**config.mk**
```make
export PLATFORM = sky130hd
export DESIGN_NAME = mem_arbiter
export DESIGN_NICKNAME = d
export VERILOG_FILES = /design/src/rtl/mem_arb_pkg.sv /design/src/rtl/mem_arb_timer.sv /design/src/rtl/mem_arbiter.sv
export SDC_FILE = /design/constraint.sdc
export NUM_CORES = 1
export LEC_CHECK = 0
export BUFFER_PORTS_ARGS = -buffer_cell sky130_fd_sc_hd__buf_2
export CAP_MARGIN = 0
export CORE_MARGIN = 2
export CORE_UTILIZATION = 40
export DETAILED_ROUTE_END_ITERATION = 8
export PLACE_DENSITY = 0.72
export REMOVE_ABC_BUFFERS = 1
export SLEW_MARGIN = 15
export SYNTH_ARGS = -nofsm -noshare
export SYNTH_HDL_FRONTEND = slang
export SYNTH_SLANG_ARGS = --single-unit
```
**constraint.sdc**
```tcl
create_clock -name clk -period 1.5 [get_ports clk]
set_input_delay 0.075 -clock clk [delete_from_list [all_inputs] [get_ports clk]]
set_output_delay 0.075 -clock clk [all_outputs]
set_load 0.005 [all_outputs]
```
**src/rtl/mem_arb_pkg.sv**
```systemverilog
// rtl/mem_arb_pkg.sv - shared types and constants for the memory bus arbiter
// Purpose: FSM state encoding, client identifiers and the timeout fill word.
// Ports: none (package).
package mem_arb_pkg;

  typedef enum logic {
    ST_IDLE   = 1'b0,
    ST_ACCESS = 1'b1
  } arb_state_e;

  typedef logic client_t;

  localparam client_t CLI_I = 1'b0;
  localparam client_t CLI_D = 1'b1;

  // Returned on read_data when an access is aborted by the timeout.
  localparam logic [31:0] TIMEOUT_DATA = 32'hDEAD_BEEF;

endpackage

```
**src/rtl/mem_arb_timer.sv**
```systemverilog
// rtl/mem_arb_timer.sv - access watchdog counter for the memory bus arbiter
// Purpose: counts cycles spent in ACCESS; flags the last allowed cycle.
// Ports:
//   clk_i     in  1  clock
//   rst_ni    in  1  asynchronous active-low reset
//   run_i     in  1  arbiter is in ACCESS; low clears the count
//   expire_o  out 1  this is the TIMEOUT_CYCLES-th ACCESS cycle
module mem_arb_timer #(
  parameter int unsigned TIMEOUT_CYCLES = 64
) (
  input  logic clk_i,
  input  logic rst_ni,
  input  logic run_i,
  output logic expire_o
);

  localparam int unsigned CNT_W = (TIMEOUT_CYCLES > 2) ? $clog2(TIMEOUT_CYCLES) : 1;

  logic [CNT_W-1:0] cnt_q;
  logic [CNT_W-1:0] cnt_d;

  // Count is zero in IDLE, so it is already cleared on entry to ACCESS.
  assign cnt_d    = run_i ? cnt_q + CNT_W'(1) : '0;
  assign expire_o = run_i && (cnt_q == CNT_W'(TIMEOUT_CYCLES - 1));

  always_ff @(posedge clk_i or negedge rst_ni) begin
    if (!rst_ni) cnt_q <= '0;
    else         cnt_q <= cnt_d;
  end

endmodule

```
**src/rtl/mem_arbiter.sv**
```systemverilog
// rtl/mem_arbiter.sv - two-client (ICache/DCache) single-word memory bus arbiter
// Purpose: round-robin grant of one cache at a time to unified memory, one-cycle
//   acks, ICache invalidate broadcast on every completed DCache write.
// Optional feature macro: MEM_ARB_TIMEOUT_EN (abort accesses after TIMEOUT_CYCLES).
// Ports:
//   clk, reset_n                      clock, asynchronous active-low reset
//   i_req, i_address                  ICache request
//   i_ack, i_read_data                ICache completion pulse and read data
//   i_inv_valid, i_inv_address        ICache invalidate pulse and word address
//   d_req, d_address, d_write_data,
//   d_write_enable                    DCache request
//   d_ack, d_read_data                DCache completion pulse and read data
//   mem_en, mem_we, mem_addr,
//   mem_wdata, mem_rdata, mem_ready   memory access port
//   bus_error                         timeout abort pulse
module mem_arbiter
  import mem_arb_pkg::*;
#(
  parameter int unsigned ADDR_W         = 32,
  parameter int unsigned DATA_W         = 32,
  parameter int unsigned TIMEOUT_CYCLES = 64
) (
  input  logic              clk,
  input  logic              reset_n,
  input  logic              i_req,
  input  logic [ADDR_W-1:0] i_address,
  output logic              i_ack,
  output logic [DATA_W-1:0] i_read_data,
  output logic              i_inv_valid,
  output logic [ADDR_W-1:0] i_inv_address,
  input  logic              d_req,
  input  logic [ADDR_W-1:0] d_address,
  input  logic [DATA_W-1:0] d_write_data,
  input  logic              d_write_enable,
  output logic              d_ack,
  output logic [DATA_W-1:0] d_read_data,
  output logic              mem_en,
  output logic              mem_we,
  output logic [ADDR_W-1:0] mem_addr,
  output logic [DATA_W-1:0] mem_wdata,
  input  logic [DATA_W-1:0] mem_rdata,
  input  logic              mem_ready,
  output logic              bus_error
);

  localparam logic [ADDR_W-1:0] WORD_MASK = ~ADDR_W'(3);

  arb_state_e        state_q, state_d;
  client_t           last_q, last_d;
  client_t           cli_q, cli_d;
  logic [ADDR_W-1:0] addr_q, addr_d;
  logic [DATA_W-1:0] wdata_q, wdata_d;
  logic              we_q, we_d;
  logic              i_ack_q, i_ack_d;
  logic              d_ack_q, d_ack_d;
  logic [DATA_W-1:0] i_rd_q, i_rd_d;
  logic [DATA_W-1:0] d_rd_q, d_rd_d;
  logic              inv_q, inv_d;
  logic [ADDR_W-1:0] inv_addr_q, inv_addr_d;
  logic              berr_q, berr_d;
  logic              expire;
  logic              i_elig, d_elig;
  client_t           grant;

`ifdef MEM_ARB_TIMEOUT_EN
  mem_arb_timer #(
    .TIMEOUT_CYCLES(TIMEOUT_CYCLES)
  ) u_timer (
    .clk_i   (clk),
    .rst_ni  (reset_n),
    .run_i   (state_q == ST_ACCESS),
    .expire_o(expire)
  );
`else
  assign expire = 1'b0;
  if (TIMEOUT_CYCLES < 2) begin : g_timeout_unused
  end
`endif

  // A client whose ack is high this cycle is still holding its old request.
  assign i_elig = i_req && !i_ack_q;
  assign d_elig = d_req && !d_ack_q;
  assign grant  = (i_elig && d_elig) ? ((last_q == CLI_I) ? CLI_D : CLI_I)
                                     : (d_elig ? CLI_D : CLI_I);

  always_comb begin
    state_d    = state_q;
    last_d     = last_q;
    cli_d      = cli_q;
    addr_d     = addr_q;
    wdata_d    = wdata_q;
    we_d       = we_q;
    i_rd_d     = i_rd_q;
    d_rd_d     = d_rd_q;
    inv_addr_d = inv_addr_q;
    i_ack_d    = 1'b0;
    d_ack_d    = 1'b0;
    inv_d      = 1'b0;
    berr_d     = 1'b0;
    case (state_q)
      ST_IDLE: begin
        if (i_elig || d_elig) begin
          state_d = ST_ACCESS;
          last_d  = grant;
          cli_d   = grant;
          if (grant == CLI_D) begin
            addr_d  = d_address & WORD_MASK;
            wdata_d = d_write_data;
            we_d    = d_write_enable;
          end else begin
            addr_d  = i_address & WORD_MASK;
            wdata_d = '0;
            we_d    = 1'b0;
          end
        end
      end
      ST_ACCESS: begin
        if (mem_ready) begin
          state_d = ST_IDLE;
          if (cli_q == CLI_D) begin
            d_ack_d = 1'b1;
            if (we_q) begin
              inv_d      = 1'b1;
              inv_addr_d = addr_q;
            end else begin
              d_rd_d = mem_rdata;
            end
          end else begin
            i_ack_d = 1'b1;
            i_rd_d  = mem_rdata;
          end
        end else if (expire) begin
          state_d = ST_IDLE;
          berr_d  = 1'b1;
          if (cli_q == CLI_D) begin
            d_ack_d = 1'b1;
            d_rd_d  = DATA_W'(TIMEOUT_DATA);
          end else begin
            i_ack_d = 1'b1;
            i_rd_d  = DATA_W'(TIMEOUT_DATA);
          end
        end
      end
      default: state_d = ST_IDLE;
    endcase
  end

  always_ff @(posedge clk or negedge reset_n) begin
    if (!reset_n) begin
      state_q    <= ST_IDLE;
      last_q     <= CLI_I;
      cli_q      <= CLI_I;
      addr_q     <= '0;
      wdata_q    <= '0;
      we_q       <= 1'b0;
      i_ack_q    <= 1'b0;
      d_ack_q    <= 1'b0;
      i_rd_q     <= '0;
      d_rd_q     <= '0;
      inv_q      <= 1'b0;
      inv_addr_q <= '0;
      berr_q     <= 1'b0;
    end else begin
      state_q    <= state_d;
      last_q     <= last_d;
      cli_q      <= cli_d;
      addr_q     <= addr_d;
      wdata_q    <= wdata_d;
      we_q       <= we_d;
      i_ack_q    <= i_ack_d;
      d_ack_q    <= d_ack_d;
      i_rd_q     <= i_rd_d;
      d_rd_q     <= d_rd_d;
      inv_q      <= inv_d;
      inv_addr_q <= inv_addr_d;
      berr_q     <= berr_d;
    end
  end

  // mem_en decodes the state register so an async reset drops it at once.
  assign mem_en        = (state_q == ST_ACCESS);
  assign mem_we        = we_q && mem_en;
  assign mem_addr      = addr_q;
  assign mem_wdata     = wdata_q;
  assign i_ack         = i_ack_q;
  assign d_ack         = d_ack_q;
  assign i_read_data   = i_rd_q;
  assign d_read_data   = d_rd_q;
  assign i_inv_valid   = inv_q;
  assign i_inv_address = inv_addr_q;
  assign bus_error     = berr_q;

endmodule

```
# After elaboration in Yosys (flattened, before gate mapping)

Index checks and enable logic that the tools add are counted.
Widths: inputs -> output; s select.

Mux-type cells: 18
Reductions and logical operators: 11
Bitwise gates (word level): 3

Operator list:

| operator          | count |
|---|---|
| $mux 32           | 2 |
| $mux 1            | 15 |
| $reduce_and 4->1  | 2 |
| $logic_and 1x1->1 | 4 |
| $not 1->1         | 3 |
| $reduce_and 3->1  | 1 |
| $logic_not 1->1   | 2 |
| $pmux 1 s2        | 1 |
| $reduce_and 2->1  | 1 |
| $logic_or 1x1->1  | 1 |

Logic and storage cells: 43
Output and inout port bits: 166
Input port bits: 134
Register bits: 166

# Logic depth before layout (Yosys ltp)

Depth after elaboration: 5
Gate-level depth with buffers: 6
Gate-level depth less buffers: 3

# Least setup slack after synthesis

OpenSTA, ideal clock, no wires.

Path kind: flip-flop to flip-flop
From: register d_ack_q, in the netlist d_ack
To: register wdata_q[10], in the netlist mem_wdata[10]
Arrival time: 1.361 ns
Slack: 0.018 ns
Setup time: 0.121 ns
Path buffers: 3
Period minus slack after synthesis: 1.482 ns
Stages on the path, launching flop included: 7
Data required time: 1.379 ns
Cell sequence: dfrtp_1 nand2b_1 buf_4 a21o_1 buf_2 buf_6 a22o_1

Cells in the longest elaborated chain, start to end: 5
Elaborated cells between the ends (all ways): 8
Classes of those cells: 3 x mux; 5 x reduce/logical

Ends and longest elaborated chain:

| item                                               | line                                 | text |
|---|---|---|
| start: declaration                                 | mem_arbiter.sv:55                    | `logic d_ack_q, d_ack_d;` |
| start signal: assignment                           | mem_arbiter.sv:171                   | `d_ack_q <= d_ack_d;` |
| $logic_not 1->1 *                                  | mem_arbiter.sv:82                    | `assign d_elig = d_req && !d_ack_q;` |
| $logic_and 1x1->1 *                                | mem_arbiter.sv:82                    |  |
| $mux 1 / $logic_and 1x1->1 (equally long branches) | mem_arbiter.sv:84, mem_arbiter.sv:83 |  |
| $mux 1                                             | mem_arbiter.sv:83                    | `assign grant = (i_elig && d_elig) ? ((last_q == CLI_I) ? CLI_D : CLI_I)` |
| $mux 32                                            | mem_arbiter.sv:106                   | `if (grant == CLI_D) begin` |
| end signal: assignment                             | mem_arbiter.sv:168                   | `wdata_q <= wdata_d;` |
| end: declaration                                   | mem_arbiter.sv:52                    | `logic [DATA_W-1:0] wdata_q, wdata_d;` |

Every way passes the cells marked *; elsewhere a longest branch is shown, timed or not.
A chain may end at the register's enable or synchronous reset.

# Final worst setup path

From: register state_q, in the netlist mem_en
To: register wdata_q[31], in the netlist mem_wdata[31]

Cells in the longest elaborated chain, start to end: 2

Ends and longest elaborated chain:

| item                       | line               | text |
|---|---|---|
| start: declaration         | mem_arbiter.sv:48  | `arb_state_e state_q, state_d;` |
| start signal: assignment   | mem_arbiter.sv:164 | `state_q <= state_d;` |
| $not 1->1 (no line)        | n/a                |  |
| $reduce_and 2->1 (no line) | n/a                |  |

No other way between the ends.

==> impl_metrics.env <==
export IMPL_outcome="finished clean"
export IMPL_h_tree_depth=4
export IMPL_drt_pass1_iterations=4
export IMPL_p_total_mw=20.39
export IMPL_cp_max_fo=34
export IMPL_path_buf_inv=2
export IMPL_criticalPathCategory="flip-flop to flip-flop"
export IMPL_comb_power_share_pct=39.8
export IMPL_start_kind="flip-flop"
export IMPL_clkSlewWorstSetupHoldPaths_ps=60
export IMPL_coreArea_sq_um=16640
export IMPL_rrSetupSlack_ps=70
export IMPL_cts_inserted_buffers=17
export IMPL_clock_root_buffer="clkbuf_16"
export IMPL_report_final_setup_viol=0
export IMPL_drcViolationCount=0
export IMPL_io_buffer_count=290
export IMPL_dp_hpwl_microns=12720
export IMPL_n_antenna_cell=0
export IMPL_hold_violations=0
export IMPL_cp_end_kind="flip-flop"
export IMPL_rsz0062_at_grt="false"
export IMPL_grt_ovfl_total=0
export IMPL_finalCritPeriodShare_pct=95.41
export IMPL_cp_data_required_time_ps=1790
export IMPL_seqCellArea_sq_um=4054
export IMPL_crit_chain="buf_6 > a21o_1 > buf_12 > a22o_1"
export IMPL_synthCells=478
export IMPL_max_stage_delay_ps=430
export IMPL_reg2reg_to="mem_wdata[31]"
export IMPL_hold_depth=4
export IMPL_peakVddDrop_uv=1066
export IMPL_drt_iter0_drc=236
export IMPL_yosysSeqAreaShare_pct=59.20
export IMPL_n_fill_cell=1241
export IMPL_grt_pass1_vias=6014
export IMPL_cts_setup_buffers=0
export IMPL_timing_slew_headroom_pct=65.80
export IMPL_hp_start="d_address[9]"
export IMPL_p_seq_share_pct=39.3
export IMPL_worstMarginPinSlew_ps=513.0
export IMPL_route_detailed_wl_per_inst_microns=18.95
export IMPL_crit_family="compound AO/OA/AOI/OAI gates"
export IMPL_yosys_cell_types_count=22
export IMPL_clkPwrFrac_pct=20.9
export IMPL_min_to="mem_addr[9]"
export IMPL_final_common_cell="buf_2"
export IMPL_drtAntennaViolNets=0
export IMPL_p_leak_nw=5.171
export IMPL_crit_slowest_cell="dfrtp_1"
export IMPL_synthToLayoutAreaGrowth_pct=50.70
export IMPL_max_freq_mhz=698.7
export IMPL_final_cell_mix="buf_2 (289), dfrtp_1 (162), dlygate4sd3_1 (97)"
export IMPL_power_internal_mw=13.71
export IMPL_rows=47
export IMPL_ios=300
export IMPL_yosysWarnings=0
export IMPL_max_cap_viol_count=0
export IMPL_period_needed_ps=1431
export IMPL_insertion_delay_ps=420
export IMPL_p_per_area_nw_per_um2=1975
export IMPL_reg2reg_depth=4
export IMPL_nets=998
export IMPL_cts_max_path_buffers=2
export IMPL_start_util_pct=41.15
export IMPL_syn_area_sq_um=6848
export IMPL_fp_dieH_microns=134.8
export IMPL_die_w_microns=134.8
export IMPL_viasPerCell=5.187
export IMPL_cts_tree="yes"
export IMPL_grt_antenna_before_repair=0
export IMPL_grt_max_degree=49
export IMPL_die_area_sq_um=18180
export IMPL_p_switching_mw=6.674
export IMPL_p_sw_share_pct=32.74
export IMPL_clock_sinks=162
export IMPL_drive_gt1_share_pct=51.20
export IMPL_hold_path_class="input port to flip-flop"
export IMPL_clock_skew_ps=7.626
export IMPL_fin_setup_tns_ps=0
export IMPL_gp_congestion=0.7522
export IMPL_grt_pass1_wl_microns=32000
export IMPL_drt_total_wl_microns=20780
export IMPL_routed_via_count=5690
export IMPL_grt_usage_pct=22.61
export IMPL_reg2reg_from="mem_en"
export IMPL_multi_input_area_sq_um=2542
export IMPL_avgSynthCellArea_sq_um=14.33
export IMPL_slew_viol_final=0
export IMPL_cp_arrival_ps=1720
export IMPL_synth_seq_cells=162
power groups by stage:
stage | registers [mW] | logic (mW) | clock network [mW]
global placement | 7.84 | 7.63 | 0
floorplan | 8.08 | 3.69 | 0
CTS | 7.89 | 8.00 | 4.31
finish | 8.01 | 8.12 | 4.26
detailed placement | 7.89 | 7.82 | 0
global route | 8.25 | 8.78 | 4.55
timing repair:
| item | 4_1_cts | 5_1_grt |
|---|---|---|
| resized for setup | 1 | 8 |
| endpoints found under the hold margin | 211 | 0 |
| endpoints found under the setup margin | 1 | 101 |
| hold buffers | 97 | 0 |
| cloned | 0 | 2 |
through the flow:
stage	hold slack (ps)	utilization (%)	setup slack (ps)	instances	instance area [sq um]
3_3_place_gp	71.54	52.29	55.03	966	8702
5_1_grt	126.8	62.01	3.840	1097	10320
6_report	121.8	62.01	68.82	1097	10320
4_1_cts	100.1	61.59	19.79	1095	10250
3_5_place_dp	70.02	52.29	19.67	966	8702
2_1_floorplan	-220.6	-	-1693	431	6573
cells in the mapped netlist:
master       n  area [sq um]
dfrtp_1    162          4054
mux2_2      68         765.7
a22o_1      33         289.0
and3b_1     31         271.5
o21ai_0     31         155.2
a221oi_1    30         262.8
a2bb2oi_1   30         262.8
mux2_4      26         390.4
clkbuf_1    24         90.09
buf_2       13         65.06
buf_6        8         90.09
buf_4        6         45.04
inv_1        3         11.26
nand2b_1     3         18.77
a21o_1       2         15.01
nand3b_1     2         15.01
a21oi_1      1         5.000
and2_1       1         6.260
and3_4       1         11.26
conb_1       1         3.750
nand2_1      1         3.750
nor3_4       1         16.27
state kept, by name, summed over array words and instances (netlist names):
register / cells
mem_addr: 30
i_read_data: 32
mem_wdata: 32
cli_q: 1
i_ack: 1
we_q: 1
d_read_data: 32
i_inv_address: 30
d_ack: 1
mem_en: 1
i_inv_valid: 1
kinds of logic (layout without fill, tap and decap cells):
| kind of cell | Yosys count | in the layout | synth area share [%] |
|---|---|---|---|
| AO/OA/AOI/OAI | 127 | 127 | 14.45 |
| other | 1 | 5 | 0.05476 |
| flip-flops | 162 | 162 | 59.20 |
| buffers and inverters | 54 | 449 | 4.403 |
| AND/OR/NAND/NOR | 40 | 40 | 5.006 |
| multiplexers | 94 | 94 | 16.88 |
layout make-up:
cell class / instances / area share, %
timing repair buffer: 414 / 27.75
inverter: 3 / 0.1091
multi-input combinational: 266 / 24.64
tap: 220 / 2.667
clock inverter: 10 / 0.9578
sequential: 162 / 39.28
clock buffer: 22 / 4.595
layer usage:
| metal | global-route usage (%) | up-vias | routed length (microns) |
|---|---|---|---|
| li1 | - | 2567 | - |
| met1 | 28.54 | 2818 | 8801 |
| met2 | 37.45 | 272 | 9940 |
| met3 | 6.456 | 33 | 1599 |
| met4 | 7.719 | 0 | 441 |
| met5 | 0 | - | 0 |
worst max-delay path by stage:
stage | cells after the start | endpoint | slack [ps] | startpoint
finish | 4 | mem_wdata[31] | 70 | mem_en
global route | 4 | mem_wdata[31] | 4 | mem_en
floorplan | 3 | mem_addr[10] | -1690 | d_ack
CTS | 4 | mem_addr[30] | 20 | d_ack
global placement | 4 | mem_wdata[20] | 60 | mem_en
detailed placement | 4 | mem_wdata[1] | 20 | mem_en
worst register-to-register path, delay by kind of cell (launching register included):
kind	cells	cell delay, ps
compound gates	2	490
buf+inv	2	390
flops	1	430
No activity file was read; power rests on OpenSTA's default activity.
